### src/rtl/paddle_ctrl.sv
// rtl/paddle_ctrl.sv - paddle position generator and line-count comparator for the game core
// Digital, analog-stick and paddle sources; sampled once per measurement window.
module paddle_ctrl #(
  parameter logic [7:0] POS_INIT     = 8'd114,
  parameter int         DELTA_SLOW   = 4,
  parameter int         DELTA_FAST   = 8,
  parameter int         ACCEL_FRAMES = 8
) (
  input  logic        clk_sys,
  input  logic        reset_n,
  input  logic        hsync,
  input  logic        vsync,
  input  logic        pad_en_n,
  input  logic        player2,
  input  logic        speed,
  input  logic [2:0]  p1_mode,
  input  logic [2:0]  p2_mode,
  input  logic        p1_left,
  input  logic        p1_right,
  input  logic        p2_left,
  input  logic        p2_right,
  input  logic [15:0] p1_analog,
  input  logic [15:0] p2_analog,
  input  logic [7:0]  paddle_0,
  input  logic [7:0]  paddle_1,
  output logic        pad_out,
  output logic [7:0]  pos_active
);

  localparam logic [8:0] STEP_SLOW = 9'(DELTA_SLOW);
  localparam logic [8:0] STEP_FAST = 9'(DELTA_FAST);
  localparam logic [4:0] ACCEL     = 5'(ACCEL_FRAMES);

  typedef enum logic [1:0] {
    DIR_NONE  = 2'd0,
    DIR_LEFT  = 2'd1,
    DIR_RIGHT = 2'd2
  } dir_t;

  logic       hs_r, hs_p, vs_r, vs_p, pe_r, pe_p;
  logic       p2_q, armed;
  logic [7:0] pos1, pos2, line_cnt;
  logic [3:0] hold;
  dir_t       last_dir;

  logic       hs_edge, vs_edge, pe_fall;
  logic       dir_l, dir_r;
  dir_t       cur_dir;
  logic [3:0] eff_hold;
  logic [8:0] base, step, cur_pos, next_pos;
  logic [7:0] sel1, sel2, selected;

  assign hs_edge = hs_r & ~hs_p;
  assign vs_edge = vs_r & ~vs_p;
  assign pe_fall = pe_p & ~pe_r;

  function automatic logic [7:0] sel_pos(input logic [2:0] mode, input logic [15:0] analog,
                                         input logic [7:0] paddle, input logic [7:0] dig);
    logic [7:0] x, y;
    x = {~analog[7], analog[6:0]};
    y = {~analog[15], analog[14:8]};
    case (mode)
      3'd0:    sel_pos = dig;
      3'd1:    sel_pos = ~x;
      3'd2:    sel_pos = x;
      3'd3:    sel_pos = ~y;
      3'd4:    sel_pos = y;
      3'd5:    sel_pos = ~paddle;
      3'd6:    sel_pos = paddle;
      default: sel_pos = POS_INIT;
    endcase
  endfunction

  assign sel1     = sel_pos(p1_mode, p1_analog, paddle_0, pos1);
  assign sel2     = sel_pos(p2_mode, p2_analog, paddle_1, pos2);
  assign selected = player2 ? sel2 : sel1;

  // Hold count only carries over while the same player keeps the same single direction.
  always_comb begin
    dir_l   = player2 ? p2_left  : p1_left;
    dir_r   = player2 ? p2_right : p1_right;
    cur_dir = DIR_NONE;
    if (dir_r && !dir_l)      cur_dir = DIR_RIGHT;
    else if (dir_l && !dir_r) cur_dir = DIR_LEFT;
    eff_hold = (cur_dir == last_dir && player2 == p2_q) ? hold : 4'd0;
    base     = speed ? STEP_FAST : STEP_SLOW;
    step     = ({1'b0, eff_hold} < ACCEL) ? base : {base[7:0], 1'b0};
    cur_pos  = {1'b0, (player2 ? pos2 : pos1)};
    next_pos = cur_pos;
    if (cur_dir == DIR_RIGHT)
      next_pos = (cur_pos < step) ? 9'd0 : cur_pos - step;
    else if (cur_dir == DIR_LEFT)
      next_pos = ((cur_pos + step) > 9'd255) ? 9'd255 : cur_pos + step;
  end

  always_ff @(posedge clk_sys or negedge reset_n) begin
    if (!reset_n) begin
      hs_r       <= 1'b0;
      hs_p       <= 1'b0;
      vs_r       <= 1'b0;
      vs_p       <= 1'b0;
      pe_r       <= 1'b0;
      pe_p       <= 1'b0;
      p2_q       <= 1'b0;
      armed      <= 1'b0;
      pos1       <= POS_INIT;
      pos2       <= POS_INIT;
      pos_active <= POS_INIT;
      line_cnt   <= 8'd0;
      hold       <= 4'd0;
      last_dir   <= DIR_NONE;
      pad_out    <= 1'b0;
    end else begin
      hs_r <= hsync;
      hs_p <= hs_r;
      vs_r <= vsync;
      vs_p <= vs_r;
      pe_r <= pad_en_n;
      pe_p <= pe_r;
      p2_q <= player2;

      if (vs_edge && cur_dir != DIR_NONE) begin
        if (player2) pos2 <= next_pos[7:0];
        else         pos1 <= next_pos[7:0];
        hold     <= (eff_hold == 4'd15) ? 4'd15 : eff_hold + 4'd1;
        last_dir <= cur_dir;
      end else if (cur_dir != last_dir || player2 != p2_q) begin
        hold     <= 4'd0;
        last_dir <= DIR_NONE;
      end

      if (pe_fall) begin
        pos_active <= selected;
        armed      <= 1'b1;
      end

      // A window interrupted by reset stays idle until the next arm.
      if (!pe_r)
        line_cnt <= 8'd0;
      else if (armed && hs_edge && line_cnt != 8'd255)
        line_cnt <= line_cnt + 8'd1;

      pad_out <= (line_cnt < pos_active);
    end
  end

endmodule

### config.mk
export PLATFORM = sky130hd
export DESIGN_NAME = paddle_ctrl
export DESIGN_NICKNAME = d
export VERILOG_FILES = /design/src/rtl/paddle_ctrl.sv
export SDC_FILE = /design/constraint.sdc
export NUM_CORES = 1
export LEC_CHECK = 0
export BUFFER_PORTS_ARGS = -buffer_cell sky130_fd_sc_hd__buf_2
export CAP_MARGIN = 10
export CELL_PAD_IN_SITES_DETAIL_PLACEMENT = 0
export CELL_PAD_IN_SITES_GLOBAL_PLACEMENT = 1
export CORE_MARGIN = 2
export CORE_UTILIZATION = 35
export CTS_CLUSTER_DIAMETER = 120
export CTS_CLUSTER_SIZE = 8
export DETAILED_ROUTE_END_ITERATION = 12
export PLACE_DENSITY = 0.78
export SYNTH_ARGS = -nofsm -noshare
export SYNTH_HDL_FRONTEND = slang
export SYNTH_SLANG_ARGS = --single-unit
export TNS_END_PERCENT = 1
### constraint.sdc
create_clock -name clk_sys -period 7.3 [get_ports clk_sys]
set_input_delay 1.46 -clock clk_sys [delete_from_list [all_inputs] [get_ports clk_sys]]
set_output_delay 1.46 -clock clk_sys [all_outputs]
set_load 0.01 [all_outputs]
* Word-level counts from Yosys, hierarchy flattened
Index checks and enable logic that the tools add are counted.
** Operators by class
- Multipliers :: 0
- Div/mod/pow operators :: 0
- Equal/unequal tests :: 21
- Shift-type cells :: 0
- Order comparisons :: 4
- Reduce and logical (&&, ||, !) cells :: 15
- Bitwise logic cells :: 17
- Add/subtract/negate cells :: 4
- Mux-type cells :: 22
** Operators by type and width (number)
- 8-bit one-hot mux with 7 select lines :: 2
- 8-bit two-way mux :: 8
- 8-bit inverter :: 6
- 4-bit two-way mux :: 5
- 3-bit equality test (second input constant) :: 6
- 3-bit by 2-bit equality test with 1-bit output (second input constant) :: 4
- 8-bit by 5-bit adder with 9-bit output :: 1
- 9-bit by 8-bit > comparator with 1-bit output (second input constant) :: 1
- 8-bit by 1-bit adder with 8-bit output (second input constant) :: 1
- 8-bit by 5-bit less-than comparator with 1-bit output :: 1
- 8-bit less-than comparator :: 1
- 8-bit inequality test (second input constant) :: 1
- 1-bit inverter :: 8
- 8-bit by 5-bit subtractor with 8-bit output :: 1
- 3-bit by 1-bit equality test with 1-bit output (second input constant) :: 2
- 1-bit logical AND :: 6
- 3-bit logical NOT :: 2
- 2-bit two-way mux :: 3
- 5-bit two-way mux :: 1
- 4-bit by 1-bit adder with 4-bit output (second input constant) :: 1
- 4-bit equality test (second input constant) :: 1
- 4-bit less-than comparator (second input constant) :: 1
- 2-bit AND reduction :: 2
- 2-bit nonzero test :: 2
- other kinds (11) :: 16
** Word-level totals
- Output and inout port bits :: 9
- Bits in latches :: 0
- Flip-flop bits (word level) :: 47
- Bits in writable memories :: 0
- Input bits :: 65
- Logic and storage cells :: 98
- Bits in read-only memories :: 0
- Memories kept :: 0

* Longest topological paths before layout
Gate-level depths: netlist of the first run.
- Depth in word-level cells :: 15
- Gate-level depth with buffers :: 20
- Gate-level depth less buffers :: 16

* Least setup slack after synthesis of the first run
No wires, ideal clock.
- Path type :: input-to-reg
- From :: in player2
- To :: reg pos2[7]
- Required time :: 7.160 ns
- Setup slack :: 2.337 ns
- Stages :: 18
- Arrival time :: 4.822 ns
- Path buffers :: 4
- Setup time :: 0.140 ns
- Cells stage by stage :: buf_6 > buf_4 > clkbuf_1 > mux2i_1 > inv_1 > ha_1 > clkbuf_1 > xnor2_1 > and2_1 > nand2_1 > ha_1 > inv_1 > ha_1 > o21bai_1 > a2111oi_4 > mux2_4 > nand4_1 > o311ai_1
** Between the ends
- Word-level cells in the longest chain between the ends :: 15
- Elaborated cells on any way between the ends :: 28
- Classes of those cells :: add/sub (2); order compare (3); eq/ne (4); mux (11); reduce/logical (8)
** RTL lines
- start, declared :: RTL line 14 : input logic player2,
- 1-bit two-way mux :: RTL line 81 : dir_r = player2 ? p2_right : p1_right;
- 1-bit logical NOT :: RTL line 84 : else if (dir_l && !dir_r) cur_dir = DIR_LEFT;
- 1-bit logical AND :: RTL line 84
- 1-bit two-way mux :: RTL line 84
- 2-bit two-way mux :: RTL line 83 : if (dir_r && !dir_l) cur_dir = DIR_RIGHT;
- 2-bit equality test :: RTL line 85 : eff_hold = (cur_dir == last_dir && player2 == p2_q) ? hold : 4'd0;
- 1-bit logical AND :: RTL line 85
- 4-bit two-way mux :: RTL line 85
- 4-bit less-than comparator :: RTL line 87 : step = ({1'b0, eff_hold} < ACCEL) ? base : {base[7:0], 1'b0};
- 5-bit two-way mux :: RTL line 87
- 8-bit by 5-bit adder with 9-bit output :: RTL line 93 : next_pos = ((cur_pos + step) > 9'd255) ? 9'd255 : cur_pos + step;
- 9-bit by 8-bit > comparator with 1-bit output :: RTL line 93
- 8-bit two-way mux :: RTL line 93
- 8-bit two-way mux :: RTL line 92 : else if (cur_dir == DIR_LEFT)
- 8-bit two-way mux :: RTL line 90 : if (cur_dir == DIR_RIGHT)
- end signal, assigned :: RTL line 123 : if (player2) pos2 <= next_pos[7:0];
- end, declared :: RTL line 42 : logic [7:0] pos1, pos2, line_cnt;
Parallel ways exist; a longest one is shown, timed or not.
A chain may end at the register's enable or synchronous reset.

* Worst setup path in the final report of the first run
- From :: in player2
- To :: reg pos1[3]
** Between the ends
- Word-level cells in the longest chain between the ends :: 15
- Elaborated cells on any way between the ends :: 29
- Classes of those cells :: add/sub (2); order compare (3); eq/ne (4); mux (11); bitwise (1); reduce/logical (8)
** RTL lines
- 1-bit two-way mux :: RTL line 81
- 1-bit logical NOT :: RTL line 84
- 1-bit logical AND :: RTL line 84
- 1-bit two-way mux :: RTL line 84
- 2-bit two-way mux :: RTL line 83
- 2-bit equality test :: RTL line 85
- 1-bit logical AND :: RTL line 85
- 4-bit two-way mux :: RTL line 85
- 4-bit less-than comparator :: RTL line 87
- 5-bit two-way mux :: RTL line 87
- 8-bit by 5-bit adder with 9-bit output :: RTL line 93
- 9-bit by 8-bit > comparator with 1-bit output :: RTL line 93
- 8-bit two-way mux :: RTL line 93
- 8-bit two-way mux :: RTL line 92
- 8-bit two-way mux :: RTL line 90
- end signal, assigned :: RTL line 124 : else pos1 <= next_pos[7:0];
- end, declared :: RTL line 42
Parallel ways exist; a longest one is shown, timed or not.

==> flow_metrics.tcl, run 1 <==
set metrics [dict create \
    internal_power_mw 0.586 \
    p_sw_mw 0.349 \
    clockBufferDepth 2 \
    crit_buf_inv 3 \
    core_area_um2 10300 \
    post_cts_buffers 0 \
    mostFrequentLayoutCells "73 x buf_2, 42 x nand2_1, 35 x dfrtp_1" \
    instances_no_fill 611 \
    synth_edf_count 0 \
    p_per_area_nw_per_um2 220 \
    hold_viol 0 \
    diodes 0 \
    peakVddDrop_mv 0.0880 \
    slew_violations 0 \
    critPathLaunch "player2" \
    gr-usage-all-layers 0.175 \
    crit_path_max_incr_delay_ns 0.47 \
    async_reset_ff_frac 1.00 \
    cp.required_ns 7.49 \
    portBuffers 73 \
    final_common_cell "buf_2" \
    cts_resized 0 \
    place_congestion 0.905 \
    worstSetupEndpointType "flop" \
    firstDrtPassIters 4 \
    ys.flop_type "dfrtp_1" \
    die_h_um 107 \
    whs_ns 0.381 \
    wl_mm 9.89 \
    clk_pin_slew_ns 0.11 \
    skew_ns 0.0122 \
    p_leak_nw 2.00 \
    switching_share 0.373 \
    timing.rr.start "p2_q" \
    cts_tree "built" \
    tightest_slew_ns 1.16 \
    hpwl_mm 7.61 \
    endpoint "pos1[3]" \
    via_per_inst 5.43 \
    fin_ws_ns 2.23 \
    synth_warnings 0 \
    min-delay-start "hs_r" \
    postSynthCellCount 417 \
    cts.sinks 47 \
    p_comb_frac 0.386 \
    synth_nets 504 \
    cts_buffers 5 \
    grt_max_degree 48 \
    area_growth_pct 14.9 \
    pwr-share-seq 0.391 \
    critical_path.top_delay_family "adder cells" \
    syn_area_um2 3700 \
    setup_viol 0 \
    final_min_period_over_clock_period 0.695 \
    dieArea_um2 11400 \
    ctsHoldBuffers 0 \
    period_needed_ns 5.07 \
    drt_iter0_drc 191 \
    grt_pass1_wl_mm 15.8 \
    first_global_vias 3208 \
    maxSlewHeadroom 0.206 \
    r2r_end "pos1[3]" \
    yosysSeqAreaShare 0.322 \
    cp_num_cells 15 \
    drive_above_1_share 0.248 \
    overflow 0 \
    wl_per_cell_um 16.2 \
    crit_path_start_kind "input port" \
    crit_type "input port to flop" \
    row_count 37 \
    dp_slack_ns 1.89 \
    drtAntennaViolNets 0 \
    status "complete, no violations" \
    pwr-share-clk 0.223 \
    pin_count 74 \
    arrival_ns 5.26 \
    reg2regPathDepth 12 \
    fin_nets 561 \
    clkLatencyLatePin_ns 0.32 \
    antenna_found_initial 0 \
    root_buffer "clkbuf_8" \
    start_util 0.360 \
    ys_ff_latch 47 \
    dieWidth_um 107 \
    cts_htree_levels 2 \
    num_vias 3317 \
    rsz0062_at_grt "false" \
    cp_cell_sequence "buf_2 -> mux2i_1 -> inv_1 -> ha_1 -> xnor2_1 -> and2_1 -> nand2_1 -> ha_1 -> inv_1 -> fa_1 -> a21oi_1 -> o211a_1 -> nor2b_1 -> a211oi_1 -> o21ai_0" \
    syn_area_per_cell_um2 8.87 \
    cp_max_fo 29 \
    place_inst 603 \
    yosysUniqueCellTypes 61 \
    worst_path_max_delay_cell "buf_2" \
    hold_path_class "flop to flop" \
    setup_tns_ns 0 \
    r2r_slack_ns 4.18 \
    fmax_mhz 197 \
    drv_cap 0 \
    drc_errors 0 \
]
Yosys cell counts (3+ instances only):
library cell / number / area (um^2)
mux2i_1: 25 / 250
a221oi_1: 3 / 26.3
dfstp_2: 12 / 315
o21ai_0: 26 / 130
o31ai_1: 5 / 37.5
nor2b_1: 10 / 62.6
clkbuf_1: 15 / 56.3
buf_2: 4 / 20.0
a211oi_1: 8 / 60.1
and3_1: 4 / 25.0
nand2_1: 42 / 158
and2_1: 6 / 37.5
a21oi_1: 21 / 105
a2111oi_0: 3 / 26.3
o22ai_1: 7 / 43.8
a31oi_1: 3 / 18.8
a211o_1: 4 / 35.0
xor2_1: 8 / 70.1
inv_1: 25 / 93.8
dfrtp_1: 35 / 876
xnor2_1: 3 / 26.3
nand3_1: 15 / 75.1
mux2_2: 13 / 146
a21o_1: 4 / 30.0
ha_1: 20 / 250
o221ai_1: 3 / 26.3
nor3_1: 8 / 40.0
nand2b_1: 7 / 43.8
nor2_1: 27 / 101
a22oi_1: 6 / 45.0
state kept, by name (all words and copies together) (netlist names):
signal and count:
line_cnt 8, pos1 8, pos2 8, pos_active 8, hold 4, last_dir 2, armed 1, hs_p 1
hs_r 1, p2_q 1, pad_out 1, pe_p 1, pe_r 1, vs_p 1, vs_r 1
routing by layer:
| layer | track usage | vias up | part of all wire |
|---|---|---|---|
| li1 | - | 1624 | - |
| met1 | 0.230 | 1621 | 0.45 |
| met2 | 0.300 | 63 | 0.50 |
| met3 | 0.0292 | 9 | 0.044 |
| met4 | 0.0436 | 0 | 0.0094 |
| met5 | 0 | - | 0 |
cell families after synthesis:
logic type      after synthesis  share of synthesized area
simple gates                129                      0.168
buf+inv                      49                     0.0552
fa+ha+maj                    22                     0.0785
xor+xnor                     11                     0.0261
mux                          43                      0.131
compound gates              116                      0.219
flops                        47                      0.322
metrics by stage:
step,util,area [um^2],total power [mW]
6_report,0.413,4250,0.934
5_1_grt,0.413,4250,0.993
4_1_cts,0.413,4250,0.938
3_5_place_dp,0.402,4130,0.728
3_3_place_gp,0.402,4130,0.718
2_1_floorplan,-,3700,0.616
final cells by class:
cell class / count / area (um^2)
Inverter: 25 / 93.8
Tap cell: 136 / 170
Timing Repair Buffer: 74 / 373
Clock inverter: 3 / 47.5
Sequential cell: 47 / 1190
Fill cell: 1044 / 6030
Clock buffer: 5 / 68.8
Multi-Input combinational cell: 321 / 2300
worst register-to-register path: cells and delay by family, from the launching register on:
kind                       cells  cell delay [ns]
AOI/OAI and AO/OA              4             0.93
adders and majority gates      2             0.79
DFF                            1             0.39
and+or+nand+nor                4             0.65
xor gates and xnor gates       1             0.15
buffers and inverters          1             0.10
power by group through the flow:
stage               Sequential, mW  Combinational, mW  Clock [mW]
floorplan                    0.352              0.264           0
global placement             0.368              0.350           0
detailed placement           0.369              0.359           0
CTS                          0.365              0.362       0.211
global route                 0.372              0.403       0.219
finish                       0.365              0.361       0.208
worst min path at each step:
stage / slack (ns) / endpoint / cells after the start
after floorplan: 0.35 / hs_p / 0
after global placement: 0.36 / hs_p / 0
after detailed placement: 0.36 / hs_p / 0
after CTS: 0.39 / hs_p / 0
after global routing: 0.41 / vs_p / 0
final: 0.38 / hs_p / 0
No activity file was read; power rests on OpenSTA's default activity.
==> run 2, diff against run 1 <==
==> constraint.sdc (replaced) <==
create_clock -name clk_sys -period 4.95 [get_ports clk_sys]
set_input_delay 0.99 -clock clk_sys [delete_from_list [all_inputs] [get_ports clk_sys]]
set_output_delay 0.99 -clock clk_sys [all_outputs]
set_load 0.01 [all_outputs]
==> flow_metrics.tcl, run 2 (synthesis results as in run 1) <==
set metrics [dict create \
    pwr-share-clk 0.219 \
    first_global_vias 3206 \
    setup_tns_ns 0 \
    setup_viol 0 \
    antenna_found_initial 0 \
    p_comb_frac 0.385 \
    final_min_period_over_clock_period 0.833 \
    diodes 0 \
    maxSlewHeadroom 0.269 \
    grt_pass1_wl_mm 15.8 \
    start_util 0.360 \
    internal_power_mw 0.863 \
    dp_slack_ns 0.533 \
    peakVddDrop_mv 0.139 \
    cts_htree_levels 2 \
    final_common_cell "buf_2" \
    place_congestion 0.892 \
    drive_above_1_share 0.252 \
    cts_buffers 5 \
    root_buffer "clkbuf_8" \
    drtAntennaViolNets 0 \
    mostFrequentLayoutCells "73 x buf_2, 42 x nand2_1, 35 x dfrtp_1" \
    overflow 0 \
    cp_cell_sequence "buf_2 -> mux2i_1 -> inv_1 -> ha_1 -> xor2_1 -> nor2_1 -> and2_1 -> nand2_1 -> ha_1 -> inv_1 -> fa_1 -> a21oi_1 -> o211a_1 -> nor2b_1 -> a211oi_1 -> o21ai_0" \
    ctsHoldBuffers 0 \
    fin_ws_ns 0.828 \
    fmax_mhz 243 \
    grt_max_degree 48 \
    firstDrtPassIters 4 \
    cp.required_ns 5.12 \
    clockBufferDepth 2 \
    pwr-share-seq 0.395 \
    p_leak_nw 2.01 \
    core_area_um2 10300 \
    row_count 37 \
    pin_count 74 \
    via_per_inst 5.34 \
    cts_tree "built" \
    hold_viol 0 \
    num_vias 3275 \
    slew_violations 0 \
    crit_type "input port to flop" \
    drc_errors 0 \
    switching_share 0.366 \
    cts_resized 0 \
    p_per_area_nw_per_um2 320 \
    cp_max_fo 5 \
    period_needed_ns 4.12 \
    dieArea_um2 11400 \
    clkLatencyLatePin_ns 0.30 \
    hpwl_mm 7.37 \
    worstSetupEndpointType "flop" \
    post_cts_buffers 0 \
    area_growth_pct 15.3 \
    clk_pin_slew_ns 0.10 \
    drv_cap 0 \
    fin_nets 563 \
    hold_path_class "flop to flop" \
    crit_path_max_incr_delay_ns 0.44 \
    die_h_um 107 \
    gr-usage-all-layers 0.173 \
    drt_iter0_drc 216 \
    cts.sinks 47 \
    tightest_slew_ns 1.07 \
    crit_path_start_kind "input port" \
    dieWidth_um 107 \
    rsz0062_at_grt "false" \
    skew_ns 0.00999 \
    wl_mm 9.49 \
    wl_per_cell_um 15.5 \
    worst_path_max_delay_cell "fa_1" \
    p_sw_mw 0.499 \
    nFillCells 1053 \
    arrival_ns 4.29 \
    portBuffers 73 \
    status "complete, no violations" \
]
==> run 2: cell types whose count changed in the layout (fill, tap and decap cells not counted) <==
cell / change
buf_4: +2
==> run 2: path summary, 6_finish.rpt <==
path / startpoint / to / slack [ns] / cells after the start
worst min-delay path: hs_r / hs_p / 0.38 / 0
max in group asynchronous: reset_n / vs_p / 3.77 / 2
worst max register to register: last_dir[0] / pos1[3] / 1.85 / 12
worst max-delay path: player2 / pos1[3] / 0.83 / 16
min in group asynchronous: reset_n / pos1[7] / 0.77 / 2
worst min register to register: hs_r / hs_p / 0.38 / 0
==> run 2: worst max-delay path, delay by kind of cell <==
kind | cells | cell delay, ns
muxes | 1 | 0.27
AOI/OAI and AO/OA | 4 | 0.90
xor gates and xnor gates | 1 | 0.16
and+or+nand+nor | 4 | 0.62
adders and majority gates | 3 | 1.03
buffers and inverters | 3 | 0.33
==> run 2: stage by stage <==
step                cells  instance area, um^2  hold slack (ns)  utilization  power, mW
floorplan             417                 3700            0.347            -      0.908
global placement      605                 4150            0.356        0.403       1.06
detailed placement    605                 4150            0.362        0.403       1.07
CTS                   613                 4260            0.385        0.415       1.37
global route          613                 4260            0.394        0.415       1.46
finish                613                 4260            0.382        0.415       1.36
==> run 2: layout make-up <==
class / count / area [um^2] / share of cell area
multi-input combinational: 321 / 2300 / 0.540
sequential: 47 / 1190 / 0.280
timing repair buffer: 76 / 388 / 0.0910
tap: 136 / 170 / 0.0399
inverter: 25 / 93.8 / 0.0220
clock buffer: 5 / 68.8 / 0.0161
clock inverter: 3 / 47.5 / 0.0112
==> run 2: power groups by stage <==
stage | registers, mW | logic [mW] | clock network, mW
finish | 0.538 | 0.525 | 0.299
global route | 0.548 | 0.588 | 0.325
CTS | 0.538 | 0.525 | 0.305
detailed placement | 0.544 | 0.524 | 0
global placement | 0.542 | 0.517 | 0
floorplan | 0.519 | 0.389 | 0
==> run 2: per-layer routing <==
| layer | global-route usage | part of all wire | vias up |
|---|---|---|---|
| li1 | - | - | 1629 |
| met1 | 0.227 | 0.45 | 1540 |
| met2 | 0.285 | 0.48 | 96 |
| met3 | 0.0438 | 0.062 | 10 |
| met4 | 0.0464 | 0.012 | 0 |
| met5 | 0 | 0 | - |
==> run 3, diff against run 2 <==
==> constraint.sdc (replaced) <==
create_clock -name clk_sys -period 4 [get_ports clk_sys]
set_input_delay 0.8 -clock clk_sys [delete_from_list [all_inputs] [get_ports clk_sys]]
set_output_delay 0.8 -clock clk_sys [all_outputs]
set_load 0.01 [all_outputs]
==> flow_metrics.tcl, run 3 (synthesis results as in run 1) <==
set metrics [dict create \
    crit_type "input port to flop" \
    worst_path_max_delay_cell "fa_2" \
    dieWidth_um 107 \
    cts_htree_levels 2 \
    multi_input_area_um2 2330 \
    rsz0062_at_grt "false" \
    portBuffers 73 \
    final_common_cell "buf_2" \
    holdPathEnd "hs_p" \
    fin_nets 566 \
    status "complete, no violations" \
    arrival_ns 3.90 \
    tightest_slew_ns 0.959 \
    crit_path_max_incr_delay_ns 0.37 \
    drtAntennaViolNets 0 \
    nFillCells 1027 \
    cp_cell_sequence "buf_2 -> mux2i_1 -> inv_1 -> ha_1 -> xor2_1 -> nor2_1 -> and2_4 -> nand2_1 -> ha_4 -> ha_1 -> fa_2 -> nor2b_1 -> o221ai_1 -> a311oi_1 -> a21o_1 -> mux2_2" \
    fin_ws_ns 0.330 \
    first_global_vias 3190 \
    drv_cap 0 \
    maxSlewHeadroom 0.344 \
    cts_tree "built" \
    r2r_slack_ns 1.18 \
    drc_errors 0 \
    crit_top_cell "ha_1" \
    clkLatencyLatePin_ns 0.31 \
    hpwl_mm 7.58 \
    reg2regPathDepth 12 \
    dp_slack_ns -0.0153 \
    worstSetupEndpointType "flop" \
    design_area_um2 4310 \
    mostFrequentLayoutCells "73 x buf_2, 42 x nand2_1, 35 x dfrtp_1" \
    core_area_um2 10300 \
    pin_count 74 \
    register_area_um2 1190 \
    diodes 0 \
    drt_iter0_drc 288 \
    cts.sinks 47 \
    utilization 0.419 \
    p_per_area_nw_per_um2 394 \
    gr-usage-all-layers 0.175 \
    hold_viol 0 \
    min_path_cells 0 \
    placed_area_um2 4190 \
    row_count 37 \
    p_leak_nw 2.02 \
    antenna_found_initial 1 \
    r2r_end "pos1[4]" \
    fmax_mhz 272 \
    firstDrtPassIters 5 \
    crit_path_start_kind "input port" \
    cp.required_ns 4.23 \
    cp_max_fo 5 \
    area_growth_pct 16.5 \
    drive_above_1_share 0.267 \
    cts_buffers 5 \
    die_h_um 107 \
    start_util 0.360 \
    whs_ns 0.385 \
    slew_violations 0 \
    period_needed_ns 3.67 \
    root_buffer "clkbuf_8" \
    grt_max_degree 40 \
    grt_pass1_wl_mm 15.9 \
    num_vias 3329 \
    overflow 0 \
    setup_viol 0 \
    dieArea_um2 11400 \
    peakVddDrop_mv 0.167 \
    skew_ns 0.0122 \
    wl_per_cell_um 15.7 \
    hold_path_class "flop to flop" \
    via_per_inst 5.40 \
    place_congestion 0.846 \
    final_min_period_over_clock_period 0.918 \
    clk_pin_slew_ns 0.10 \
    timing.rr.start "last_dir[0]" \
    clockBufferDepth 2 \
    wl_mm 9.70 \
    min-delay-start "hs_r" \
]
## run 3: worst max-delay path by stage
stage | from | end | slack [ns] | cells past startpoint
after floorplan | player2 | pos1[4] | -0.005 | 18
final | player2 | pos1[4] | 0.33 | 16
after detailed placement | player2 | pos2[3] | -0.02 | 16
after global routing | player2 | pos2[3] | 0.02 | 16
after CTS | player2 | pos2[3] | 0.31 | 16
after global placement | player2 | pos1[5] | 0.13 | 16
## run 3: final cells by class
type	count	area share
flip-flops and latches	47	0.277
repair buffers	79	0.0953
inverters	25	0.0218
clock inverters	3	0.0107
clock buffers	5	0.0160
multi-input cells	321	0.540
well taps	136	0.0395
## run 3: critical path: cells and delay by family
| kind | cells | cell delay, ns |
|---|---|---|
| buffers and inverters | 2 | 0.23 |
| AND/OR/NAND/NOR | 4 | 0.60 |
| adder cells (fa/ha/maj) | 4 | 0.99 |
| XOR/XNOR | 1 | 0.16 |
| AO/OA/AOI/OAI | 3 | 0.58 |
| multiplexers | 2 | 0.54 |
## run 3: where the power goes
group	internal [mW]	total (mW)	leakage, nW	switching (mW)
Sequential	0.579	0.664	0.572	0.0851
Combinational	0.308	0.671	1.39	0.363
Clock	0.188	0.363	0.0548	0.175
Total	1.08	1.70	2.02	0.623
## run 3: metrics by stage
step | instances | power (mW) | setup TNS (ns)
after floorplan | 417 | 1.13 | -0.00621
after global placement | 608 | 1.33 | 0
after detailed placement | 608 | 1.34 | -0.0325
after CTS | 616 | 1.71 | 0
after global routing | 616 | 1.82 | 0
final | 616 | 1.70 | 0
## run 3: what timing repair did
action                                 in CTS  in global routing
endpoints found under the hold margin       0                  0
setup endpoints to repair                   0                  5
buffers inserted                            0                  0
hold buffers                                0                  0
resized for setup                           0                  1
## run 3: layer usage
layer  part of all wire  wire length (um)  vias up  global-route usage
li1                   -                 -     1637                   -
met1               0.44              4260     1593               0.224
met2               0.48              4610       84               0.293
met3              0.068               659       15              0.0462
met4              0.017               167        0              0.0473
met5                  0                 0        -                   0
